==> config.mk <==
export PLATFORM = sky130hd
export DESIGN_NAME = cp0_unit_flat
export DESIGN_NICKNAME = d
export VERILOG_FILES = /design/src/rtl/cp0_unit_if.sv /design/src/rtl/cp0_unit.sv /design/src/flat_wrapper.sv
export SDC_FILE = /design/constraint.sdc
export NUM_CORES = 1
export LEC_CHECK = 0
export CORE_ASPECT_RATIO = 1.4
export CORE_UTILIZATION = 49
export DETAILED_ROUTE_END_ITERATION = 8
export MAX_ROUTING_LAYER = met4
export PLACE_DENSITY = 0.86
export SYNTH_ARGS = -nofsm -noshare
export SYNTH_HDL_FRONTEND = slang
export SYNTH_SLANG_ARGS = --single-unit
==> constraint.sdc <==
create_clock -name clk -period 4.2 [get_ports clk]
set_input_delay 0.84 -clock clk [delete_from_list [all_inputs] [get_ports clk]]
set_output_delay 0.84 -clock clk [all_outputs]
set_load 0.01 [all_outputs]
==> src/rtl/cp0_unit_if.sv <==
// Pipeline-to-CP0 bundle: CP0 op/addresses from ID, redirect and MFC0 data back.
// master = pipeline controller side, slave = cp0_unit.
interface cp0_unit_if #(
  parameter int DATA_W = 32
);
  logic              en;
  logic              inst_valid;
  logic [1:0]        oper;
  logic [4:0]        addr_r;
  logic [DATA_W-1:0] data_r;
  logic [4:0]        addr_w;
  logic [DATA_W-1:0] data_w;
  logic [DATA_W-1:0] ret_addr;
  logic              ir_in;
  logic              jump_en;
  logic [DATA_W-1:0] jump_addr;
  logic              irq_pending;

  modport master (
    output en, inst_valid, oper, addr_r, addr_w, data_w, ret_addr, ir_in,
    input  data_r, jump_en, jump_addr, irq_pending
  );

  modport slave (
    input  en, inst_valid, oper, addr_r, addr_w, data_w, ret_addr, ir_in,
    output data_r, jump_en, jump_addr, irq_pending
  );
endinterface

==> src/rtl/cp0_unit.sv <==
// MIPS CP0: STATUS/CAUSE/EPC/EHBR, interrupt sync + take/ERET redirect.
// Redirect and MFC0 read are combinational; the ID stall (en=0) freezes all but the irq path.
module cp0_unit #(
  parameter int                DATA_W     = 32,
  parameter logic [DATA_W-1:0] EHBR_RESET = 'h0000_0100
) (
  input logic         clk,
  input logic         rst,
  cp0_unit_if.slave   bus
);

  localparam logic [4:0] REG_STATUS = 5'd12;
  localparam logic [4:0] REG_CAUSE  = 5'd13;
  localparam logic [4:0] REG_EPC    = 5'd14;
  localparam logic [4:0] REG_EHBR   = 5'd15;

  localparam logic [1:0] OP_STORE = 2'd1;
  localparam logic [1:0] OP_ERET  = 2'd2;

  typedef enum logic {
    S_RUN     = 1'b0,
    S_HANDLER = 1'b1
  } state_t;

  state_t            state;
  state_t            state_nxt;
  logic              ie;
  logic [DATA_W-1:0] epc;
  logic [DATA_W-1:0] ehbr;
  logic              sync_1;
  logic              sync_2;
  logic              sync_3;
  logic              pending;

  logic              active;
  logic              wr_act;
  logic              eret_act;
  logic              take;
  logic              irq_edge;
  logic [DATA_W-1:0] epc_fwd;
  logic              jump_en_c;
  logic [DATA_W-1:0] jump_addr_c;
  logic [DATA_W-1:0] rd_dat;

  // Gating with rst keeps the redirect quiet while the core is held in reset.
  assign active   = rst & bus.en & bus.inst_valid;
  assign wr_act   = active & (bus.oper == OP_STORE);
  assign eret_act = active & (bus.oper == OP_ERET);
  assign take     = active & pending & ie & ~eret_act;
  assign irq_edge = sync_2 & ~sync_3;
  assign epc_fwd  = (wr_act && bus.addr_w == REG_EPC) ? bus.data_w : epc;

  // Interrupt synchronizer and edge history run regardless of the ID enable.
  always_ff @(posedge clk or negedge rst) begin
    if (!rst) begin
      sync_1 <= 1'b0;
      sync_2 <= 1'b0;
      sync_3 <= 1'b0;
    end else begin
      sync_1 <= bus.ir_in;
      sync_2 <= sync_1;
      sync_3 <= sync_2;
    end
  end

  // A new edge wins over the take so an edge arriving during a take is not lost.
  always_ff @(posedge clk or negedge rst) begin
    if (!rst) begin
      pending <= 1'b0;
    end else if (irq_edge) begin
      pending <= 1'b1;
    end else if (take) begin
      pending <= 1'b0;
    end
  end

  always_ff @(posedge clk or negedge rst) begin
    if (!rst) begin
      state <= S_RUN;
    end else begin
      state <= state_nxt;
    end
  end

  always_comb begin
    state_nxt   = state;
    jump_en_c   = 1'b0;
    jump_addr_c = '0;
    case (state)
      S_RUN:     if (take)     state_nxt = S_HANDLER;
      S_HANDLER: if (eret_act) state_nxt = S_RUN;
      default:   state_nxt = S_RUN;
    endcase
    if (eret_act) begin
      jump_en_c   = 1'b1;
      jump_addr_c = epc_fwd;
    end else if (take) begin
      jump_en_c   = 1'b1;
      jump_addr_c = ehbr;
    end
  end

  // Take overrides software writes to STATUS/EPC; EHBR writes always land.
  always_ff @(posedge clk or negedge rst) begin
    if (!rst) begin
      ie   <= 1'b0;
      epc  <= '0;
      ehbr <= EHBR_RESET;
    end else begin
      if (take) begin
        ie  <= 1'b0;
        epc <= bus.ret_addr;
      end else begin
        if (eret_act) begin
          ie <= 1'b1;
        end else if (wr_act && bus.addr_w == REG_STATUS) begin
          ie <= bus.data_w[0];
        end
        if (wr_act && bus.addr_w == REG_EPC) begin
          epc <= bus.data_w;
        end
      end
      if (wr_act && bus.addr_w == REG_EHBR) begin
        ehbr <= bus.data_w;
      end
    end
  end

  always_comb begin
    rd_dat = '0;
    case (bus.addr_r)
      REG_STATUS: rd_dat[0]        = ie;
      REG_CAUSE:  rd_dat[DATA_W-1] = pending;
      REG_EPC:    rd_dat           = epc;
      REG_EHBR:   rd_dat           = ehbr;
      default:    rd_dat           = '0;
    endcase
    if (wr_act && bus.addr_w == bus.addr_r) begin
      rd_dat = bus.data_w;
    end
  end

  assign bus.data_r      = rd_dat;
  assign bus.jump_en     = jump_en_c;
  assign bus.jump_addr   = jump_addr_c;
  assign bus.irq_pending = pending;

endmodule

==> src/flat_wrapper.sv <==
// flat-port wrapper written by rule: the top's interface ports become plain ports
module cp0_unit_flat 
#(
  parameter int                DATA_W     = 32,
  parameter logic [DATA_W-1:0] EHBR_RESET = 'h0000_0100
)
  (clk, rst, bus_en, bus_inst_valid, bus_oper, bus_addr_r, bus_addr_w, bus_data_w, bus_ret_addr, bus_ir_in, bus_data_r, bus_jump_en, bus_jump_addr, bus_irq_pending);
  cp0_unit_if #(.DATA_W(DATA_W)) bus_i ();
  input logic clk;
  input logic rst;
  input wire logic [$bits(bus_i.en)-1:0] bus_en;
  input wire logic [$bits(bus_i.inst_valid)-1:0] bus_inst_valid;
  input wire logic [$bits(bus_i.oper)-1:0] bus_oper;
  input wire logic [$bits(bus_i.addr_r)-1:0] bus_addr_r;
  input wire logic [$bits(bus_i.addr_w)-1:0] bus_addr_w;
  input wire logic [$bits(bus_i.data_w)-1:0] bus_data_w;
  input wire logic [$bits(bus_i.ret_addr)-1:0] bus_ret_addr;
  input wire logic [$bits(bus_i.ir_in)-1:0] bus_ir_in;
  output wire logic [$bits(bus_i.data_r)-1:0] bus_data_r;
  output wire logic [$bits(bus_i.jump_en)-1:0] bus_jump_en;
  output wire logic [$bits(bus_i.jump_addr)-1:0] bus_jump_addr;
  output wire logic [$bits(bus_i.irq_pending)-1:0] bus_irq_pending;
  assign bus_i.en = bus_en;
  assign bus_i.inst_valid = bus_inst_valid;
  assign bus_i.oper = bus_oper;
  assign bus_i.addr_r = bus_addr_r;
  assign bus_i.addr_w = bus_addr_w;
  assign bus_i.data_w = bus_data_w;
  assign bus_i.ret_addr = bus_ret_addr;
  assign bus_i.ir_in = bus_ir_in;
  assign bus_data_r = bus_i.data_r;
  assign bus_jump_en = bus_i.jump_en;
  assign bus_jump_addr = bus_i.jump_addr;
  assign bus_irq_pending = bus_i.irq_pending;
  cp0_unit #(.DATA_W(DATA_W), .EHBR_RESET(EHBR_RESET)) u_core (.clk(clk), .rst(rst), .bus(bus_i));
endmodule
Word-level counts from Yosys, hierarchy flattened
Index checks and enable logic that the tools add are counted.
Storage, ports and cells
  flip-flop bits (word level): 69
  memories kept: 0
  word-level logic and storage cells: 48
  input bits: 81
  output and inout bits: 66
  bits in writable memories: 0
  bits in latches: 0
  ROM bits: 0
Cells by class
  $mul: 0
  add/sub/neg operators: 0
  equality and inequality tests: 10
  divide/modulo/power cells: 0
  order comparisons: 0
  bitwise gates (word level): 10
  shift operators: 0
  mux-type cells: 15
  reduce and logical (&&, ||, !) cells: 6
Operator list (count)
  two-way mux 32 bit: 5
  case mux 30 bit (2 select lines): 1
  equality test 5 x 4 -> 1 bit, second input constant: 7
  AND 1 bit: 8
  two-way mux 1 bit: 7
  case mux 1 bit (3 select lines): 2
  equality test 5 bit: 1
  logical AND 1 bit: 4
  nonzero test 3 bit: 1
  equality test 2 x 1 -> 1 bit, second input constant: 1
  equality test 2 bit, second input constant: 1
  inverter 1 bit: 2
  nonzero test 2 bit: 1

Longest topological paths before layout
Gate-level depths: netlist (run 1).
  word-level depth: 7
  depth in mapped cells: 6
  mapped depth without buffers: 4

Worst setup path before layout (run 1)
Ideal clock, no wire load.
  path kind: input port to output port
  from: input bus_addr_r[1]
  to: output bus_data_r[10]
  setup slack: 1348 ps
  buffers on the path: 2
  arrival time: 2012 ps
  stages on the path: 6
  path through: buf_2 > xor2_1 > nor4_2 > nand4_2 > buf_6 > mux2_4
On the way
  word-level cells in the longest chain between the ends: 3
  elaborated cells on any way between the ends: 6
RTL lines
  from (decl): line flat_wrapper.sv:14  | input wire logic [$bits(bus_i.addr_r)-1:0] bus_addr_r;
  equality test 5 x 4 -> 1 bit / equality test 5 bit (equally long branches): line cp0_unit.sv:131, cp0_unit.sv:138
  case mux 30 bit (2 select lines) / logical AND 1 bit (equally long branches): line cp0_unit.sv:131, cp0_unit.sv:138
  two-way mux 32 bit (*): line cp0_unit.sv:138  | if (wr_act && bus.addr_w == bus.addr_r) begin
  to (decl): line flat_wrapper.sv:19  | output wire logic [$bits(bus_i.data_r)-1:0] bus_data_r;
Every way passes the cells marked *; elsewhere a longest branch is shown, timed or not.

Final worst setup path (run 1)
  from: input bus_oper[0]
  to: output bus_data_r[19]
On the way
  word-level cells in the longest chain between the ends: 4
RTL lines
  from (decl): line flat_wrapper.sv:13  | input wire logic [$bits(bus_i.oper)-1:0] bus_oper;
  equality test 2 x 1 -> 1 bit: line cp0_unit.sv:47  | assign wr_act = active & (bus.oper == OP_STORE);
  AND 1 bit: line cp0_unit.sv:47
  logical AND 1 bit: line cp0_unit.sv:138
  two-way mux 32 bit: line cp0_unit.sv:138
Every way passes these cells.

==> results of run 1 <==
[worst max path at each step]
| stage | end | cells after the start | slack, ps | startpoint |
|---|---|---|---|---|
| finish | bus_data_r[19] | 7 | 220 | bus_oper[0] |
| global route | bus_data_r[20] | 7 | 130 | bus_oper[0] |
| CTS | bus_data_r[19] | 7 | 200 | bus_oper[0] |
| detailed placement | bus_data_r[19] | 7 | 220 | bus_oper[0] |
| global placement | bus_data_r[20] | 7 | 300 | bus_oper[0] |
| floorplan | bus_data_r[10] | 6 | 1350 | bus_addr_r[1] |
[cells by family after synthesis]
logic type	after synthesis	synth area share (%)
buf+inv	30	4.23
xor+xnor	5	1.04
simple gates	62	8.14
mux	98	28.0
flops	69	41.2
compound gates	99	17.4
[cell usage after synthesis (2+ instances only)]
cell       n
mux2i_1   33
nand2_1    6
mux2_2    33
nand2b_1   2
xor2_1     3
buf_2      7
xnor2_1    2
nor4_4     2
clkbuf_1  10
buf_4      3
a21oi_1   33
nor2_1    37
buf_6      6
nand3_1    2
dfrtp_1   68
mux2_4    30
a22o_1    62
o21ai_0    3
nand3b_1   3
mux2_1     2
buf_1      3
[layer usage]
metal  up-vias  track usage [%]  wire length (um)
met5         -                -                 0
met4         0             16.9               467
met3        37             4.34               606
met2       152             47.6              6210
met1      1765             31.1              4540
li1       1654                -                 -
[sequential cells by signal (all words and copies together), names as in the netlist]
register                cells
u_core.ehbr                32
u_core.epc                 32
u_core.bus.irq_pending      1
u_core.ie                   1
u_core.sync_1               1
u_core.sync_2               1
u_core.sync_3               1
[area by class of cell]
cell class                 instances  area [um^2]  share of cell area, %
clock buffer                      15          258                   4.25
clock inverter                     1         30.0                  0.496
inverter                           1         3.75                 0.0620
multi-input combinational        264         2310                   38.2
sequential                        69         1730                   28.5
tap                              102          128                   2.11
timing repair buffer             163         1600                   26.4
[placed cells by master (no fill, tap or decap), drive strengths merged, types with 6 or more instances in the layout]
master         synthesis  routed
clkdlybuf4s50          0     145
buf                   19      18
mux2i                 33      33
mux2                  65      65
a21oi                 33      33
nand2                  6       6
dfrtp                 68      68
clkbuf                10      15
nor2                  37      37
a22o                  62      62
[power by group through the flow]
stage | clock [uW] | sequential (uW) | combinational [uW]
after floorplan | 0 | 949 | 252
after global placement | 0 | 962 | 424
after detailed placement | 0 | 984 | 443
after CTS | 745 | 974 | 446
after global routing | 777 | 997 | 487
final | 731 | 980 | 442
[stage by stage]
step	setup slack [ps]	total power, uW	hold WS, ps
finish	216	2150	347
floorplan	1350	1200	331
global route	128	2260	357
global placement	300	1390	333
CTS	204	2160	353
detailed placement	218	1430	341
==> out/summary.txt, run 1 <==
area leader, netlist: dfrtp_1
router iterations before antenna repair: 5
Crit path required time: 3360 ps
sequential-to-total area share from yosys stat: 41.2%
final setup violation count: 0
Netlist Area Pre-Place: 4200 um^2
critical path, cell by cell: clkdlybuf4s50_1 > nand2b_4 > nor4_2 > nand4_4 > buf_4 > mux2_4 > clkdlybuf4s50_1
vias: 3608
PostCTS Resize Cnt: 0
Area Growth Syn to Fin: 44.4%
largest net degree at the start of global routing: 70
slowest stage delay, CP: 550 ps
design area: 6060 um^2
antenna viol nets, final: 0
sw power: 586 uW
Final HPWL DP: 8270 um
Max VDD drop: 0.253 mV
Post-synth EDFFs: 0
predominant post-synthesis flop cell: dfrtp_1
Post-Synthesis Mean Instance Area: 11.6 um^2
via/cell ratio: 5.87
Root Buffer: clkbuf_16
Yosys reg bits: 69
Util after Layout: 73.5%
synth unique cells: 34
drt drc: 0
Max Slew Vio Count: 0
Final Cycle Share: 94.9%
R2R Path Start: u_core.bus.irq_pending
RSZ-0062 raised after global routing: no
Yosys top cell area share: 40.5%
worst hold endpoint: u_core.sync_2
Crit. End Element: output pin
r2r endpoint: u_core.epc[7]
# diodes: 0
Comb power frac: 20.5%
Final nets: 589
Initial Util: 50.9%
Worst Tran Pin Value: 878 ps
Hold Path Origin: u_core.sync_1
Int Pwr: 1570 uW
WP data arrival: 3140 ps
Crit-path slowest cell: clkdlybuf4s50_1
crit path kind: primary input to output pin
DIE AREA: 8940 um^2
Chip Width: 80.2 um
clock power share: 34.0%
Crit path top cell by count: clkdlybuf4s50_1
Relative slew margins: 41.4%
post-synth net total: 444
sw frac: 27.2%
Core Region: 8250 um^2
Fillers: 563
Buf/Inv on CP: 3
Post-synth ARST share: 100%
layout cell share with drive strength beyond 1: 20.1%
Hold Fails Final Rpt: 0
number of synthesis warnings: 0
grt total ovfl: 0
CTS sink cnt: 69
final RePlAce weighted congestion: 0.855
delay-heaviest family, CP: buffers and inverters
clock latency at the later pin of the worst-skew pair: 320 ps
flop2flop setup slack: 2930 ps
Inst Count DP: 599
Maximum Capacitance Violations: 0
min-delay worst type: flip-flop to flip-flop
DR WL/cell: 19.2 um
Worst Setup Start Kind: primary input
setup TNS: 0 ps
Post-DP Area: 5770 um^2
first-pass GRT wire length: 18800 um
Reg2Reg Depth: 4
Die Height: 112 um
Reg power frac: 45.5%
Power Dens Cells: 355 nW/um^2
ranking of synthesized cells by area: dfrtp_1 (41%), a22o_1 (13%), mux2_4 (11%)
H-tree depth: 3
Post-CTS Setup Bufs: 0
I/O pin count: 147
initial DRC count: 235
GRT Total Usage: 28.4%
Hold Path Cell Cnt: 0
post-route non-filler standard cell count: 615
initial antenna violation count: 0
clk_skew: 3.76 ps
Period minus WS final: 3980 ps
CTS buffer count: 9
Syn Inst Count: 363
PortBufs: 146
Max FO, Critical Path: 21
vias in the first global route: 3880
row count: 39
CTS tree: yes
Clock transition at path regs: 50 ps
outcome: complete, no violations
P_leak: 0.00260 uW
CTS Hold Bufs: 0
CTS Buffer Depth: 2
Max Clk Rate: 251 MHz
Routed Wire Length: 11800 um
No activity file was read; power rests on OpenSTA's default activity.
==> inputs of run 2 (changes only) <==
- GPL_TIMING_DRIVEN: unset -> 1
- PLACE_DENSITY: 0.86 -> 0.84
==> out/summary.txt, run 2 (same netlist as run 1, synthesis figures left out) <==
Worst Tran Pin Value: 903 ps (was 878 ps)
Hold Fails Final Rpt: 0 (unchanged)
total power: 2180 uW (was 2150 uW)
Initial Util: 50.9% (unchanged)
via/cell ratio: 5.91 (was 5.87)
DR WL/cell: 19.2 um (about the same)
H-tree depth: 3 (unchanged)
CTS tree: yes (unchanged)
PortBufs: 146 (unchanged)
most common cell after layout, fill and taps aside: clkdlybuf4s50_1 (unchanged)
initial DRC count: 167 (was 235)
CTS sink cnt: 69 (unchanged)
drt drc: 0 (unchanged)
# diodes: 0 (unchanged)
Maximum Capacitance Violations: 0 (unchanged)
final setup violation count: 0 (unchanged)
clock latency at the later pin of the worst-skew pair: 320 ps (about the same)
Final HPWL DP: 8010 um (was 8270 um)
Root Buffer: clkbuf_16 (unchanged)
largest net degree at the start of global routing: 70 (unchanged)
Core Region: 8250 um^2 (unchanged)
CTS Hold Bufs: 0 (unchanged)
Routed Wire Length: 11800 um (about the same)
P_leak: 0.00260 uW (about the same)
Post-CTS Setup Bufs: 0 (unchanged)
most frequent cells in the layout: clkdlybuf4s50_1 (145), dfrtp_1 (68), a22o_1 (62), nor2_1 (34) (unchanged)
crit path kind: primary input to output pin (unchanged)
Max FO, Critical Path: 19 (was 21)
Period minus WS final: 3910 ps (was 3980 ps)
biggest regs: u_core.ehbr (32), u_core.epc (32) (unchanged)
Final Cycle Share: 93.0% (was 94.9%)
Crit. End Element: output pin (unchanged)
Max Slew Vio Count: 0 (unchanged)
Max Clk Rate: 256 MHz (was 251 MHz)
Util after Layout: 73.3% (was 73.5%)
CTS buffer count: 9 (unchanged)
DIE AREA: 8940 um^2 (unchanged)
GRT Total Usage: 28.5% (was 28.4%)
Max VDD drop: 0.279 mV (was 0.253 mV)
RSZ-0062 raised after global routing: no (unchanged)
Crit path required time: 3360 ps (about the same)
vias in the first global route: 3845 (was 3880)
WP data arrival: 3070 ps (was 3140 ps)
Relative slew margins: 39.8% (was 41.4%)
Power Dens Cells: 360 nW/um^2 (was 355 nW/um^2)
min-delay worst type: flip-flop to flip-flop (unchanged)
Area Growth Syn to Fin: 44.0% (was 44.4%)
vias: 3620 (was 3608)
grt total ovfl: 0 (unchanged)
Worst Setup Start Kind: primary input (unchanged)
Post-DP Area: 5750 um^2 (was 5770 um^2)
design area: 6040 um^2 (was 6060 um^2)
clk_skew: 3.72 ps (was 3.76 ps)
layout cell share with drive strength beyond 1: 20.0% (was 20.1%)
Die Height: 112 um (unchanged)
final RePlAce weighted congestion: 0.853 (was 0.855)
outcome: complete, no violations (unchanged)
PostCTS Resize Cnt: 0 (unchanged)
antenna viol nets, final: 0 (unchanged)
first-pass GRT wire length: 18900 um (was 18800 um)
I/O pin count: 147 (unchanged)
Final nets: 587 (was 589)
setup TNS: 0 ps (unchanged)
row count: 39 (unchanged)
initial antenna violation count: 0 (unchanged)
router iterations before antenna repair: 4 (was 5)
CTS Buffer Depth: 2 (unchanged)
Clock transition at path regs: 50 ps (about the same)
Chip Width: 80.2 um (unchanged)
[run 2: cell count changes in the layout (fill, tap and decap cells not counted)]
cell,before,now
nand4_4,1,0
nand4_2,0,1
clkbuf_8,1,2
clkbuf_1,5,4
buf_4,17,15
[run 2: per-layer routing]
| metal | vias to the layer above | part of all wire [%] | global-route usage [%] |
|---|---|---|---|
| li1 | 1647 | - | - |
| met1 | 1805 | 39 | 32.1 |
| met2 | 145 | 54 | 49.0 |
| met3 | 23 | 4.7 | 3.69 |
| met4 | 0 | 2.3 | 13.3 |
| met5 | - | 0 | - |
[run 2: worst paths after layout]
| kind | from | end | slack, ps | cells after the start |
|---|---|---|---|---|
| setup reg to reg | u_core.bus.irq_pending | u_core.epc[15] | 2740 | 4 |
| min in group asynchronous | rst | u_core.epc[30] | 750 | 2 |
| hold / removal | u_core.sync_1 | u_core.sync_2 | 350 | 0 |
| setup / recovery | bus_oper[0] | bus_data_r[5] | 290 | 7 |
| max in group asynchronous | rst | u_core.epc[4] | 2870 | 2 |
| hold reg to reg | u_core.sync_1 | u_core.sync_2 | 350 | 0 |
[run 2: final cells by class]
class,instances,area [um^2]
multi-input combinational,264,2300
tap,102,128
clock buffer,15,268
fill,602,2200
clock inverter,1,30.0
inverter,1,3.75
sequential,69,1730
timing repair buffer,161,1580
[run 2: where the power goes]
part           internal (uW)  total, uW  leakage [uW]  switching (uW)
Clock                    493        753      0.000144             260
Sequential               839        983      0.000860             144
Combinational            251        440       0.00159             188
Total                   1580       2180       0.00260             592
[run 2: stage by stage]
stage / hold WS, ps / worst slack [ps] / std cells
2_1_floorplan: 331 / 1350 / 363
3_3_place_gp: 334 / 327 / 597
3_5_place_dp: 343 / 313 / 597
4_1_cts: 354 / 280 / 613
5_1_grt: 359 / 197 / 613
6_report: 349 / 293 / 613
[run 2: critical path, cell delays in order]
cell and delay, ps:
clkdlybuf4s50_1 530, nand2b_4 100, nor4_2 310, nand4_2 140, buf_4 270, mux2_4 340, clkdlybuf4s50_1 500
==> inputs of run 3 (changes only) <==
- CORE_UTILIZATION: 49 -> 46
- PLACE_DENSITY: 0.84 -> 0.79
- clock period: 4.2 -> 3.7 ns (I/O delays scaled with it)
==> out/summary.txt, run 3 (same netlist as run 1, synthesis figures left out) <==
Hold Fails Final Rpt: 0 (unchanged)
RSZ-0062 raised after global routing: no (unchanged)
Reg2Reg Depth: 4 (unchanged)
Crit. End Element: output pin (unchanged)
router iterations before antenna repair: 4 (unchanged)
Hold Path Origin: u_core.sync_1 (unchanged)
vias in the first global route: 3643 (was 3845)
worst hold endpoint: u_core.sync_2 (unchanged)
most frequent cells in the layout: clkdlybuf4s50_1 (123), dfrtp_1 (68), a22o_1 (62), nor2_1 (34) (was clkdlybuf4s50_1 (145), dfrtp_1 (68), a22o_1 (62), nor2_1 (34))
Clock transition at path regs: 50 ps (about the same)
final setup violation count: 0 (unchanged)
Period minus WS final: 3630 ps
CTS tree: yes (unchanged)
Final Cycle Share: 98.1%
design area: 6180 um^2 (was 6040 um^2)
antenna viol nets, final: 0 (unchanged)
Root Buffer: clkbuf_16 (unchanged)
# diodes: 0 (unchanged)
Die Height: 115 um (was 112 um)
Util after Layout: 70.9% (was 73.3%)
CTS Hold Bufs: 0 (unchanged)
Max VDD drop: 0.397 mV (was 0.279 mV)
Post-DP Area: 5830 um^2 (was 5750 um^2)
WP data arrival: 2890 ps (was 3070 ps)
Final HPWL DP: 7760 um (was 8010 um)
Chip Width: 82.7 um (was 80.2 um)
Max Slew Vio Count: 0 (unchanged)
Worst Tran Pin Value: 897 ps (was 903 ps)
min-delay worst type: flip-flop to flip-flop (unchanged)
biggest regs: u_core.ehbr (32), u_core.epc (32) (unchanged)
Worst Setup Start Kind: primary input (unchanged)
row count: 40 (was 39)
Routed Wire Length: 11600 um (was 11800 um)
CTS buffer count: 9 (unchanged)
clk_skew: 5.55 ps (was 3.72 ps)
r2r endpoint: u_core.epc[8] (was u_core.epc[15])
R2R Path Start: u_core.bus.irq_pending (unchanged)
Hold Path Cell Cnt: 0 (unchanged)
grt total ovfl: 0 (unchanged)
Area Growth Syn to Fin: 47.2% (was 44.0%)
flop2flop setup slack: 2220 ps (was 2740 ps)
crit path kind: primary input to output pin (unchanged)
vias: 3601 (was 3620)
drt drc: 0 (unchanged)
Final Worst Setup Slack: 70.4 ps (was 293 ps)
initial antenna violation count: 0 (unchanged)
PortBufs: 146 (unchanged)
outcome: complete, no violations (unchanged)
first-pass GRT wire length: 18000 um (was 18900 um)
Relative slew margins: 40.2% (was 39.8%)
most common cell after layout, fill and taps aside: clkdlybuf4s50_1 (unchanged)
largest net degree at the start of global routing: 70 (unchanged)
Core Region: 8710 um^2 (was 8250 um^2)
initial DRC count: 163 (was 167)
GRT Total Usage: 26.0% (was 28.5%)
Final nets: 589 (was 587)
Power Dens Cells: 392 nW/um^2 (was 360 nW/um^2)
Initial Util: 48.2% (was 50.9%)
clock latency at the later pin of the worst-skew pair: 320 ps (about the same)
setup TNS: 0 ps (unchanged)
P_leak: 0.00302 uW (was 0.00260 uW)
Max FO, Critical Path: 12 (was 19)
via/cell ratio: 5.84 (was 5.91)
DIE AREA: 9510 um^2 (was 8940 um^2)
Crit path required time: 2960 ps (was 3360 ps)
I/O pin count: 147 (unchanged)
H-tree depth: 3 (unchanged)
Max Clk Rate: 276 MHz
DR WL/cell: 18.9 um (was 19.2 um)
pre-CTS worst setup slack: 35.2 ps (was 313 ps)
final RePlAce weighted congestion: 0.792 (was 0.853)
layout cell share with drive strength beyond 1: 20.1% (was 20.0%)
Maximum Capacitance Violations: 0 (unchanged)
CTS Buffer Depth: 2 (unchanged)
CTS sink cnt: 69 (unchanged)
## run 3: cell types whose count changed in the layout (fill, tap and decap cells not counted), moves of 2 or more
cell,before,now
buf_12,1,6
buf_4,15,11
clkdlybuf4s50_1,145,123
dlymetal6s2s_1,0,22
clkbuf_8,2,0
## run 3: layout make-up
cell class	count	area [um^2]
Tap cell	105	131
Inverter	1	3.75
Clock inverter	2	35.0
Clock buffer	13	240
Fill cell	655	2530
Sequential cell	69	1730
Multi-Input combinational cell	264	2320
Timing Repair Buffer	163	1720
## run 3: timing repair
| action | 4_1_cts | 5_1_grt |
|---|---|---|
| endpoints found under the setup margin | 0 | 32 |
| resized for setup | 0 | 24 |
| buffers inserted | 0 | 1 |
## run 3: critical path, stage by stage
cell and delay [ps]:
clkdlybuf4s50_1 450, xor2_1 180, nor4_2 360, nand4_4 170, buf_12 200, mux2_4 300, clkdlybuf4s50_1 480
## run 3: power by group
group          switching [uW]  internal (uW)  total (uW)
sequential                158            952        1110
combinational             219            286         505
clock                     291            517         809
## run 3: routing by layer
metal | GRT usage (%) | vias to the layer above | share of wire [%]
li1 | - | 1639 | -
met1 | 31.6 | 1806 | 40
met2 | 42.2 | 135 | 52
met3 | 4.13 | 21 | 5.6
met4 | 11.4 | 0 | 2.4
met5 | - | - | 0
## run 3: worst max-delay path by stage
stage	slack, ps	depth (start not counted)	start	endpoint
floorplan	1050	6	bus_addr_r[1]	bus_data_r[10]
global placement	60	7	bus_addr_r[4]	bus_data_r[24]
detailed placement	40	7	bus_addr_r[3]	bus_data_r[16]
CTS	10	7	bus_addr_r[3]	bus_data_r[11]
global route	0.4	7	bus_addr_w[3]	bus_data_r[15]
finish	70	7	bus_addr_r[3]	bus_data_r[21]
## run 3: metrics by stage
stage          cells  power [uW]  hold slack, ps
2_1_floorplan    363        1360             331
3_3_place_gp     601        1580             337
3_5_place_dp     601        1620             337
4_1_cts          616        2440             349
5_1_grt          617        2540             353
6_report         617        2420             347
